**src/rtl/pipeline_skid_stage.sv**
```systemverilog
// pipeline_skid_stage
//   Elastic register stage for a processor pipeline. A one-entry skid buffer
//   sits behind the output register. in_ready comes from a flop, so backpressure
//   from downstream never forms a combinational path to upstream.
//   Flush squashes every held entry. A saturating counter records the
//   downstream stall cycles.
//
// Handshake: on either side, a payload moves on a rising clk edge only when
//   valid and ready are both 1 on that side. A producer holds valid and data
//   steady until that edge. While out_valid=1 and out_ready=0, out_data does not
//   change.
//
// Ports
//   clk          rising-edge clock
//   reset        synchronous, active-low reset
//   flush        synchronous squash of all held entries and of any offered input
//   in_valid     upstream offers in_data
//   in_ready     stage can accept a payload (registered)
//   in_data      upstream payload
//   out_valid    out_data holds a valid payload
//   out_ready    downstream accepts out_data
//   out_data     payload to downstream (registered)
//   stall_count  saturating count of edges with out_valid=1 and out_ready=0
//   dbg_state    current FSM state (EMPTY=0, BUSY=1, FULL=2), for debug only
module pipeline_skid_stage #(
  parameter int WIDTH    = 32,
  parameter int CNT_W    = 16,
  parameter bit CLR_DATA = 1'b1
) (
  input  logic             clk,
  input  logic             reset,
  input  logic             flush,
  input  logic             in_valid,
  output logic             in_ready,
  input  logic [WIDTH-1:0] in_data,
  output logic             out_valid,
  input  logic             out_ready,
  output logic [WIDTH-1:0] out_data,
  output logic [CNT_W-1:0] stall_count,
  output logic [1:0]       dbg_state
);

  typedef enum logic [1:0] {
    EMPTY = 2'd0,
    BUSY  = 2'd1,
    FULL  = 2'd2
  } state_t;

  localparam logic [CNT_W-1:0] CNT_MAX = '1;

  state_t           state;
  logic [WIDTH-1:0] skid;

  assign dbg_state = state;

  // out_valid and in_ready are written together with state. This keeps them
  // equal to (state != EMPTY) and (state != FULL) without decoding the state.
  always_ff @(posedge clk) begin
    if (!reset) begin
      state       <= EMPTY;
      out_valid   <= 1'b0;
      in_ready    <= 1'b1;
      stall_count <= '0;
      if (CLR_DATA) begin
        out_data <= '0;
        skid     <= '0;
      end
    end else begin
      // The counter samples the pre-edge outputs. Flush does not clear it.
      if (out_valid && !out_ready && stall_count != CNT_MAX)
        stall_count <= stall_count + CNT_W'(1);

      if (flush) begin
        // Flush overrides every handshake. Any input offered in this cycle is dropped.
        state     <= EMPTY;
        out_valid <= 1'b0;
        in_ready  <= 1'b1;
        if (CLR_DATA) begin
          out_data <= '0;
          skid     <= '0;
        end
      end else begin
        case (state)
          EMPTY: begin
            if (in_valid) begin
              out_data  <= in_data;
              state     <= BUSY;
              out_valid <= 1'b1;
              in_ready  <= 1'b1;
            end
          end
          BUSY: begin
            if (in_valid && out_ready) begin
              out_data <= in_data;
            end else if (in_valid) begin
              // The output is stalled. Park the new payload in the skid register.
              skid     <= in_data;
              state    <= FULL;
              in_ready <= 1'b0;
            end else if (out_ready) begin
              state     <= EMPTY;
              out_valid <= 1'b0;
            end
          end
          FULL: begin
            // in_ready is 0 here, so in_valid carries no meaning.
            if (out_ready) begin
              out_data <= skid;
              state    <= BUSY;
              in_ready <= 1'b1;
            end
          end
          default: begin
            state     <= EMPTY;
            out_valid <= 1'b0;
            in_ready  <= 1'b1;
          end
        endcase
      end
    end
  end

endmodule

```
**config.mk**
```make
export PLATFORM = sky130hd
export DESIGN_NAME = pipeline_skid_stage
export DESIGN_NICKNAME = d
export VERILOG_FILES = /design/src/rtl/pipeline_skid_stage.sv
export SDC_FILE = /design/constraint.sdc
export NUM_CORES = 1
export LEC_CHECK = 0
export ABC_AREA = 0
export CAP_MARGIN = 20
export CORE_ASPECT_RATIO = 1.5
export CORE_MARGIN = 3
export CORE_UTILIZATION = 40
export CTS_CLUSTER_DIAMETER = 80
export DETAILED_ROUTE_END_ITERATION = 8
export HOLD_SLACK_MARGIN = 0.05
export PLACE_DENSITY = 0.67
export SLEW_MARGIN = 10
export SYNTH_ARGS = -nofsm -noshare
export SYNTH_HDL_FRONTEND = slang
export SYNTH_SLANG_ARGS = --single-unit
export TNS_END_PERCENT = 50
```
**constraint.sdc**
```tcl
create_clock -name clk -period 1.39 [get_ports clk]
set_input_delay 0.2085 -clock clk [delete_from_list [all_inputs] [get_ports clk]]
set_output_delay 0.2085 -clock clk [all_outputs]
set_load 0.01 [all_outputs]
```
# Yosys cells after proc, flatten, opt, wreduce, memory -nomap -nowiden
# Index checks and enable logic that the tools add are counted.
[op_classes] addsub=1 n_eq_ne=11 muxes=19 n_bitwise=3 n_reduce_logical=12
[op_table] cell="32-bit two-way mux" count=3
[op_table] cell="32-bit case mux with 3 select lines" count=1
[op_table] cell="16-bit by 1-bit adder with 16-bit output (second input constant)" count=1
[op_table] cell="16-bit != test (second input constant)" count=1
[op_table] cell="2-bit != test (second input constant)" count=7
[op_table] cell="4-bit AND reduction" count=3
[op_table] cell="2-bit two-way mux" count=5
[op_table] cell="1-bit two-way mux" count=7
[op_table] cell="1-bit case mux with 3 select lines" count=2
[op_table] cell="2-bit case mux with 3 select lines" count=1
[op_table] cell="5-bit AND reduction" count=1
[op_table] cell="1-bit logical AND" count=3
[op_table] cell="3-bit != test (second input constant)" count=1
[op_table] cell="1-bit NOT" count=3
[op_table] cell="3-bit AND reduction" count=1
[op_table] cell="3-bit nonzero test" count=1
[op_table] cell="2-bit by 1-bit == test with 1-bit output (second input constant)" count=1
[op_table] cell="2-bit == test (second input constant)" count=1
[op_table] cell="2-bit logical NOT" count=1
[op_table] cell="2-bit OR reduction" count=1
[op_table] cell="1-bit logical NOT" count=1
[totals] reg_bits=84 input_bits=37 output_inout_bits=52 wordCells=52

# Depth between registers and ports, before layout
# Gate-level depths: netlist of the first run.
[depth] word_depth=4 mapped_depth=7 ltp_nobuf=5

# Worst setup path after synthesis of the first run
# OpenSTA, ideal clock, no wires.
[synth_path] path_type="register to register" startpoint="reg stall_count[0]" endpoint="reg stall_count[14]" setup_ps=120 arrival_ps=1506 t_required_ps=1270 slack_ps=-236 stages_incl_launch_ff=6 n_path_buf=0 period_less_slack_ps=1626 path_cell_list="dfxtp_1 > ha_1 > nand3_2 > nor4_1 > a41o_1 > a21oi_1"
[synth_between] elab_chain_cells=2 word_cells_on_any_way=3 cone_classes="1 x add/sub; 1 x eq/ne; 1 x reduce/logical"
[synth_lines] element="start: declaration" line_no="39" text="output logic [CNT_W-1:0] stall_count,"
[synth_lines] element="start signal: assignment" line_no="71" text="stall_count <= stall_count + CNT_W'(1);"
[synth_lines] element="branches (longest 2 deep; another with 16-bit by 1-bit adder with 16-bit output)"
# Several ways; the timed one is not identified.
# A chain may end at the register's enable or synchronous reset.

# Final worst setup path of the first run
[layout_path] startpoint="reg stall_count[1]" endpoint="reg stall_count[0]"
[layout_between] elab_chain_cells=2
[layout_lines] element="16-bit != test" line_no="70" text="if (out_valid && !out_ready && stall_count != CNT_MAX)"
[layout_lines] element="1-bit logical AND" line_no="70"
# Every way passes these cells.

==> impl_metrics.json, run 1 <==
{
  "start_util_pct": 41.8,
  "hold_viol_final": 0,
  "grt_overflow": 0,
  "antenna_found_initial": 0,
  "violations": "setup timing",
  "dp_cells": 628,
  "relSlewSlack_pct": 73.0,
  "status": "finished, violations left",
  "cts_buffers": 9,
  "max_cap_violations": 0,
  "routed_wl_mm": 10.3,
  "maxSlewViolCount": 0,
  "ios": 89,
  "synth.net_count": 445,
  "path_buf_inv": 1,
  "final_area_sq_um": 5640,
  "finalNetCount": 584,
  "place_congestion": 0.765,
  "end_kind": "flop",
  "setup-violations-final": 11,
  "seq_area_frac_synth_pct": 46.9,
  "synthFlopType": "dfxtp_1",
  "synth_cell_types": 49,
  "synth-seq-cells": 84,
  "grt_pass1_wl_mm": 16.4,
  "syn_inst": 407,
  "place_hpwl_mm": 6.89,
  "required_ns": 1.61,
  "postCtsHoldBufs": 0,
  "hold_ws_ns": 0.451,
  "nFillCells": 707,
  "finalCritPeriodShare_pct": 114,
  "worstPathMaxFanout": 5,
  "max_freq_mhz": 633,
  "layout_setup_ws_ns": -0.191,
  "slowest_stage": "dfxtp_4",
  "drt_pass1_iterations": 4,
  "yosysWarnings": 0,
  "path_clk_slew_ns": 0.06,
  "hold_class": "input pin to flop",
  "clkLatencyLatePin_ns": 0.34,
  "p_per_area_nw_per_um2": 952,
  "htree_levels": 3,
  "path_delay_family": "simple AND/OR/NAND/NOR gates",
  "vdd_drop_max_uv": 779,
  "wire_per_inst_um": 15.7,
  "fin_cells": 658,
  "critPathKind": "flop to flop",
  "rows": 41,
  "clockBufferDepth": 2,
  "viasPerCell": 5.34,
  "die_h_um": 122,
  "initialDrtViolationCount": 123,
  "ant_nets": 0,
  "tightestPinTransition_ns": 0.402,
  "clock_sinks": 84,
  "placed_area_sq_um": 5060,
  "grt_pass1_vias": 3475,
  "start_kind": "flop",
  "root_buffer": "clkbuf_16",
  "die_area_sq_um": 10200,
  "syn_avg_cell_area_sq_um": 8.81,
  "min_period_ns": 1.58,
  "skew_ns": 0.00555,
  "diodes": 0,
  "grt_max_degree": 32,
  "netlist_area_sq_um": 3580,
  "rsz0062_at_grt": "true",
  "p_leak_uw": 0.00257,
  "cts_tree": "done",
  "synth_edf_count": 0,
  "area_delta_synth_final_pct": 57.2,
  "vias": 3511,
  "final_layout_size_suffix_gt1_share_pct": 25.4,
  "crit_chain": "ha_4 -> nand4_1 -> nor4_4 -> buf_4 -> or3_1 -> a21oi_2",
  "die_x_um": 83.3,
  "utilization_pct": 65.8,
  "synth_async_sr_flop_share_pct": 0,
  "critical-path-max-stage-delay_ns": 0.37,
  "core-area_sq_um": 8570,
  "grt_use_total_pct": 19.8,
  "io_buffers": 88,
  "cp.arrival_ns": 1.80,
  "drc": 0
}
-- synth_stat cells (4+ instances only) --
cell type,count,share of area [%]
buf_2,12,1.7
nor2_1,37,3.9
nand2b_1,9,1.6
o21ai_0,5,0.70
clkbuf_1,15,1.6
nand3_1,4,0.56
a211oi_1,33,6.9
mux2i_1,36,10
dfxtp_1,84,47
nor4_1,7,1.2
a21oi_1,42,5.9
nand2_1,73,7.6
-- sequential cells by signal, indices dropped and copies added (netlist names) --
register / count
out_valid: 1
in_ready: 1
skid: 32
out_data: 32
dbg_state: 2
stall_count: 16
-- cell usage in the layout (no fill, tap or decap), types with 11 or more instances in the layout --
cell	synthesis	final
dfxtp_1	84	68
buf_4	2	50
dlygate4sd2_1	0	51
clkdlybuf4s50_1	0	34
a21oi_1	42	39
nand2_1	73	73
nor2_1	37	37
mux2i_1	36	36
buf_6	0	11
a211oi_1	33	25
-- path summary, 6_finish.rpt --
path	start	to	slack, ns	depth (start not counted)
min reg2reg	skid[28]	skid[28]	0.46	2
max reg2reg	stall_count[1]	stall_count[0]	-0.19	6
max	stall_count[1]	stall_count[0]	-0.19	6
min	in_data[12]	skid[12]	0.45	3
-- timing repair --
action	CTS	global route
gates cloned	2	1
setup endpoints to repair	128	67
pin swaps	9	21
gates resized for setup	78	34
buffers inserted	7	5
-- per-stage QoR --
stage | power (uW) | setup TNS [ns] | setup WS (ns)
floorplan | 2780 | -0.00298 | -0.00298
global placement | 3100 | -26.87 | -0.466
detailed placement | 3110 | -29.81 | -0.446
CTS | 5400 | -0.678 | -0.0987
global route | 5570 | -2.12 | -0.224
finish | 5360 | -1.34 | -0.191
-- cell type report --
| type | instances | area (sq um) | area share, % |
|---|---|---|---|
| Clock inverter | 5 | 51.3 | 0.910 |
| Clock buffer | 11 | 233 | 4.13 |
| Sequential cell | 84 | 1720 | 30.5 |
| Timing Repair Buffer | 157 | 1450 | 25.8 |
| Tap cell | 107 | 134 | 2.38 |
| Multi-Input combinational cell | 291 | 2030 | 36.0 |
| Inverter | 3 | 11.3 | 0.200 |
-- worst min-delay path: cells and delay by family --
family / cells / cell delay [ns]
buffers and inverters: 1 / 0.42
AND/OR/NAND/NOR: 1 / 0.06
AO/OA/AOI/OAI: 1 / 0.05
-- metal layers --
| layer | GRT usage (%) | vias up | part of all wire, % |
|---|---|---|---|
| met5 | 0 | - | 0 |
| li1 | - | 1725 | - |
| met3 | 3.92 | 24 | 4.6 |
| met4 | 7.98 | 0 | 2.8 |
| met1 | 22.8 | 1663 | 41 |
| met2 | 35.8 | 99 | 52 |
-- power breakdown --
group | switching, uW | internal (uW) | total (uW) | leakage (uW)
clock | 914 | 1380 | 2300 | 0.000144
sequential | 36.1 | 2450 | 2490 | 0.000692
combinational | 278 | 303 | 581 | 0.00174
total | 1230 | 4140 | 5360 | 0.00257
-- cells by family (layout without fill, tap and decap cells) --
family	count (synthesis)	in the layout	synth area share, %
AND/OR/NAND/NOR	158	158	21.5
AO/OA/AOI/OAI	96	96	17.2
adder cells (fa/ha/maj)	1	1	0.349
multiplexers	36	36	10.1
buffers and inverters	32	176	3.98
flip-flops	84	84	46.9
No activity file was read; power rests on OpenSTA's default activity.
==> run 2, diff against run 1 <==
--- a/config.mk
+++ b/config.mk
@@ -14,7 +14,7 @@
 export DETAILED_ROUTE_END_ITERATION = 8
 export HOLD_SLACK_MARGIN = 0.05
 export PLACE_DENSITY = 0.67
-export SLEW_MARGIN = 10
+export SLEW_MARGIN = 20
 export SYNTH_ARGS = -nofsm -noshare
 export SYNTH_HDL_FRONTEND = slang
 export SYNTH_SLANG_ARGS = --single-unit
==> results of run 2 <==
Final layout, timing and power as in run 1 (identical DEF).
==> run 3, diff against run 2 <==
--- a/config.mk
+++ b/config.mk
@@ -14,6 +14,7 @@
 export DETAILED_ROUTE_END_ITERATION = 8
 export HOLD_SLACK_MARGIN = 0.05
 export PLACE_DENSITY = 0.67
+export REMOVE_ABC_BUFFERS = 1
 export SLEW_MARGIN = 20
 export SYNTH_ARGS = -nofsm -noshare
 export SYNTH_HDL_FRONTEND = slang
==> impl_metrics.json, run 3 (synthesized netlist as in run 1, its figures left out) <==
{
  "drt_pass1_iterations": 4,
  "grt_max_degree": 43,
  "max_cap_violations": 0,
  "placed_area_sq_um": 4960,
  "status": "finished, violations left",
  "hold_viol_final": 0,
  "setup-violations-final": 15,
  "reg2reg_slack_ns": -0.28,
  "p_leak_uw": 0.00263,
  "root_buffer": "clkbuf_16",
  "grt_pass1_wl_mm": 16.1,
  "diodes": 0,
  "final_area_sq_um": 5770,
  "highest_layer": "met4",
  "grt_overflow": 0,
  "start_kind": "flop",
  "wl_met1_mm": 4.43,
  "finalNetCount": 597,
  "wire_per_inst_um": 16.5,
  "min_period_ns": 1.67,
  "max_freq_mhz": 600,
  "rsz0062_at_grt": "true",
  "die_x_um": 83.3,
  "violations": "setup timing",
  "grt_pass1_vias": 3512,
  "cts_buffers": 9,
  "top_regs": "out_data (32), skid (32), stall_count (16)",
  "rows": 41,
  "cp.arrival_ns": 1.93,
  "path_clk_slew_ns": 0.06,
  "route.met2.wl_mm": 5.80,
  "required_ns": 1.66,
  "p_per_area_nw_per_um2": 958,
  "layout_setup_ws_ns": -0.278,
  "antenna_found_initial": 0,
  "clock_sinks": 84,
  "maxSlewViolCount": 0,
  "initialDrtViolationCount": 146,
  "wl_met3_um": 551,
  "hold_class": "input pin to flop",
  "ant_nets": 0,
  "worstPathMaxFanout": 7,
  "drc": 0,
  "vias": 3611,
  "regArea_sq_um": 1710,
  "ios": 89,
  "place_ws_ns": -0.436,
  "htree_levels": 3,
  "core-area_sq_um": 8570,
  "area_delta_synth_final_pct": 61.0,
  "vdd_drop_max_uv": 776,
  "clockBufferDepth": 2,
  "place_hpwl_mm": 6.57,
  "die_area_sq_um": 10200,
  "routed_wl_mm": 11.1,
  "hold_ws_ns": 0.444,
  "layout_common_cells": "nand2_1 (73), dfxtp_1 (68), buf_4 (60)",
  "grt_use_total_pct": 19.7,
  "end_kind": "flop",
  "cts_tree": "done",
  "io_buffers": 88,
  "tightestPinTransition_ns": 0.362,
  "nFillCells": 682,
  "final_common_cell": "nand2_1",
  "clkLatencyLatePin_ns": 0.34,
  "relSlewSlack_pct": 75.7,
  "start_util_pct": 41.8,
  "viasPerCell": 5.39,
  "multiInputGateArea_sq_um": 1970,
  "critPathKind": "flop to flop",
  "place_congestion": 0.823,
  "finalCritPeriodShare_pct": 120,
  "die_h_um": 122,
  "final_layout_size_suffix_gt1_share_pct": 26.8,
  "skew_ns": 0.00420
}
-- run 3: cell types whose count changed in the layout (fill, tap and decap cells not counted), moves of 3 or more --
cell and change:
buf_4 +10, clkbuf_16 +6, dfxtp_2 +5, dfxtp_4 -5
buf_2 -3, clkinv_2 -3, clkinvlp_4 +3, nor4_4 -3
-- run 3: per-layer routing --
layer	vias to the layer above	GRT usage [%]
met4	0	10.0
met3	24	5.41
met2	101	35.1
met5	-	0
met1	1734	21.2
li1	1752	-
-- run 3: what timing repair did --
item / CTS / global route
setup buffers: 7 / 13
setup endpoints to repair: 92 / 83
hold buffers: 0 / 0
gates resized for setup: 83 / 44
gates cloned: 0 / 7
pin swaps: 10 / 27
-- run 3: path summary, 6_finish.rpt --
| kind | start | endpoint | depth (start not counted) |
|---|---|---|---|
| worst min register to register | skid[18] | skid[18] | 2 |
| worst max-delay path | stall_count[0] | stall_count[11] | 7 |
| worst max register to register | stall_count[0] | stall_count[11] | 7 |
| worst min-delay path | in_data[16] | skid[16] | 3 |
-- run 3: worst max-delay path, cell delays in order (launching register included) --
cell     delay [ns]
dfxtp_2        0.34
ha_4           0.16
buf_4          0.13
buf_6          0.11
nand3_4        0.14
nor3_4         0.07
or4b_1         0.50
a21oi_1        0.15
-- run 3: area by class of cell --
cell class	count	share of cell area [%]
Sequential cell	84	29.6
Tap cell	107	2.32
Timing Repair Buffer	170	28.5
Multi-Input combinational cell	291	34.2
Inverter	3	0.195
Clock inverter	5	1.06
Clock buffer	10	4.14
-- run 3: through the flow --
stage / utilization (%) / cells / TNS [ns] / total power [uW]
6_report: 67.4 / 670 / -2.26 / 5530
4_1_cts: 62.5 / 650 / -1.01 / 5490
3_3_place_gp: 57.9 / 629 / -25.35 / 3090
2_1_floorplan: - / 378 / -41.40 / 2760
5_1_grt: 67.4 / 670 / -3.57 / 5700
3_5_place_dp: 57.9 / 629 / -28.66 / 3100
-- run 3: power by group --
part | switching [uW] | internal, uW | leakage [uW]
Combinational | 292 | 326 | 0.00180
Sequential | 33.0 | 2460 | 0.000690
Clock | 988 | 1440 | 0.000137
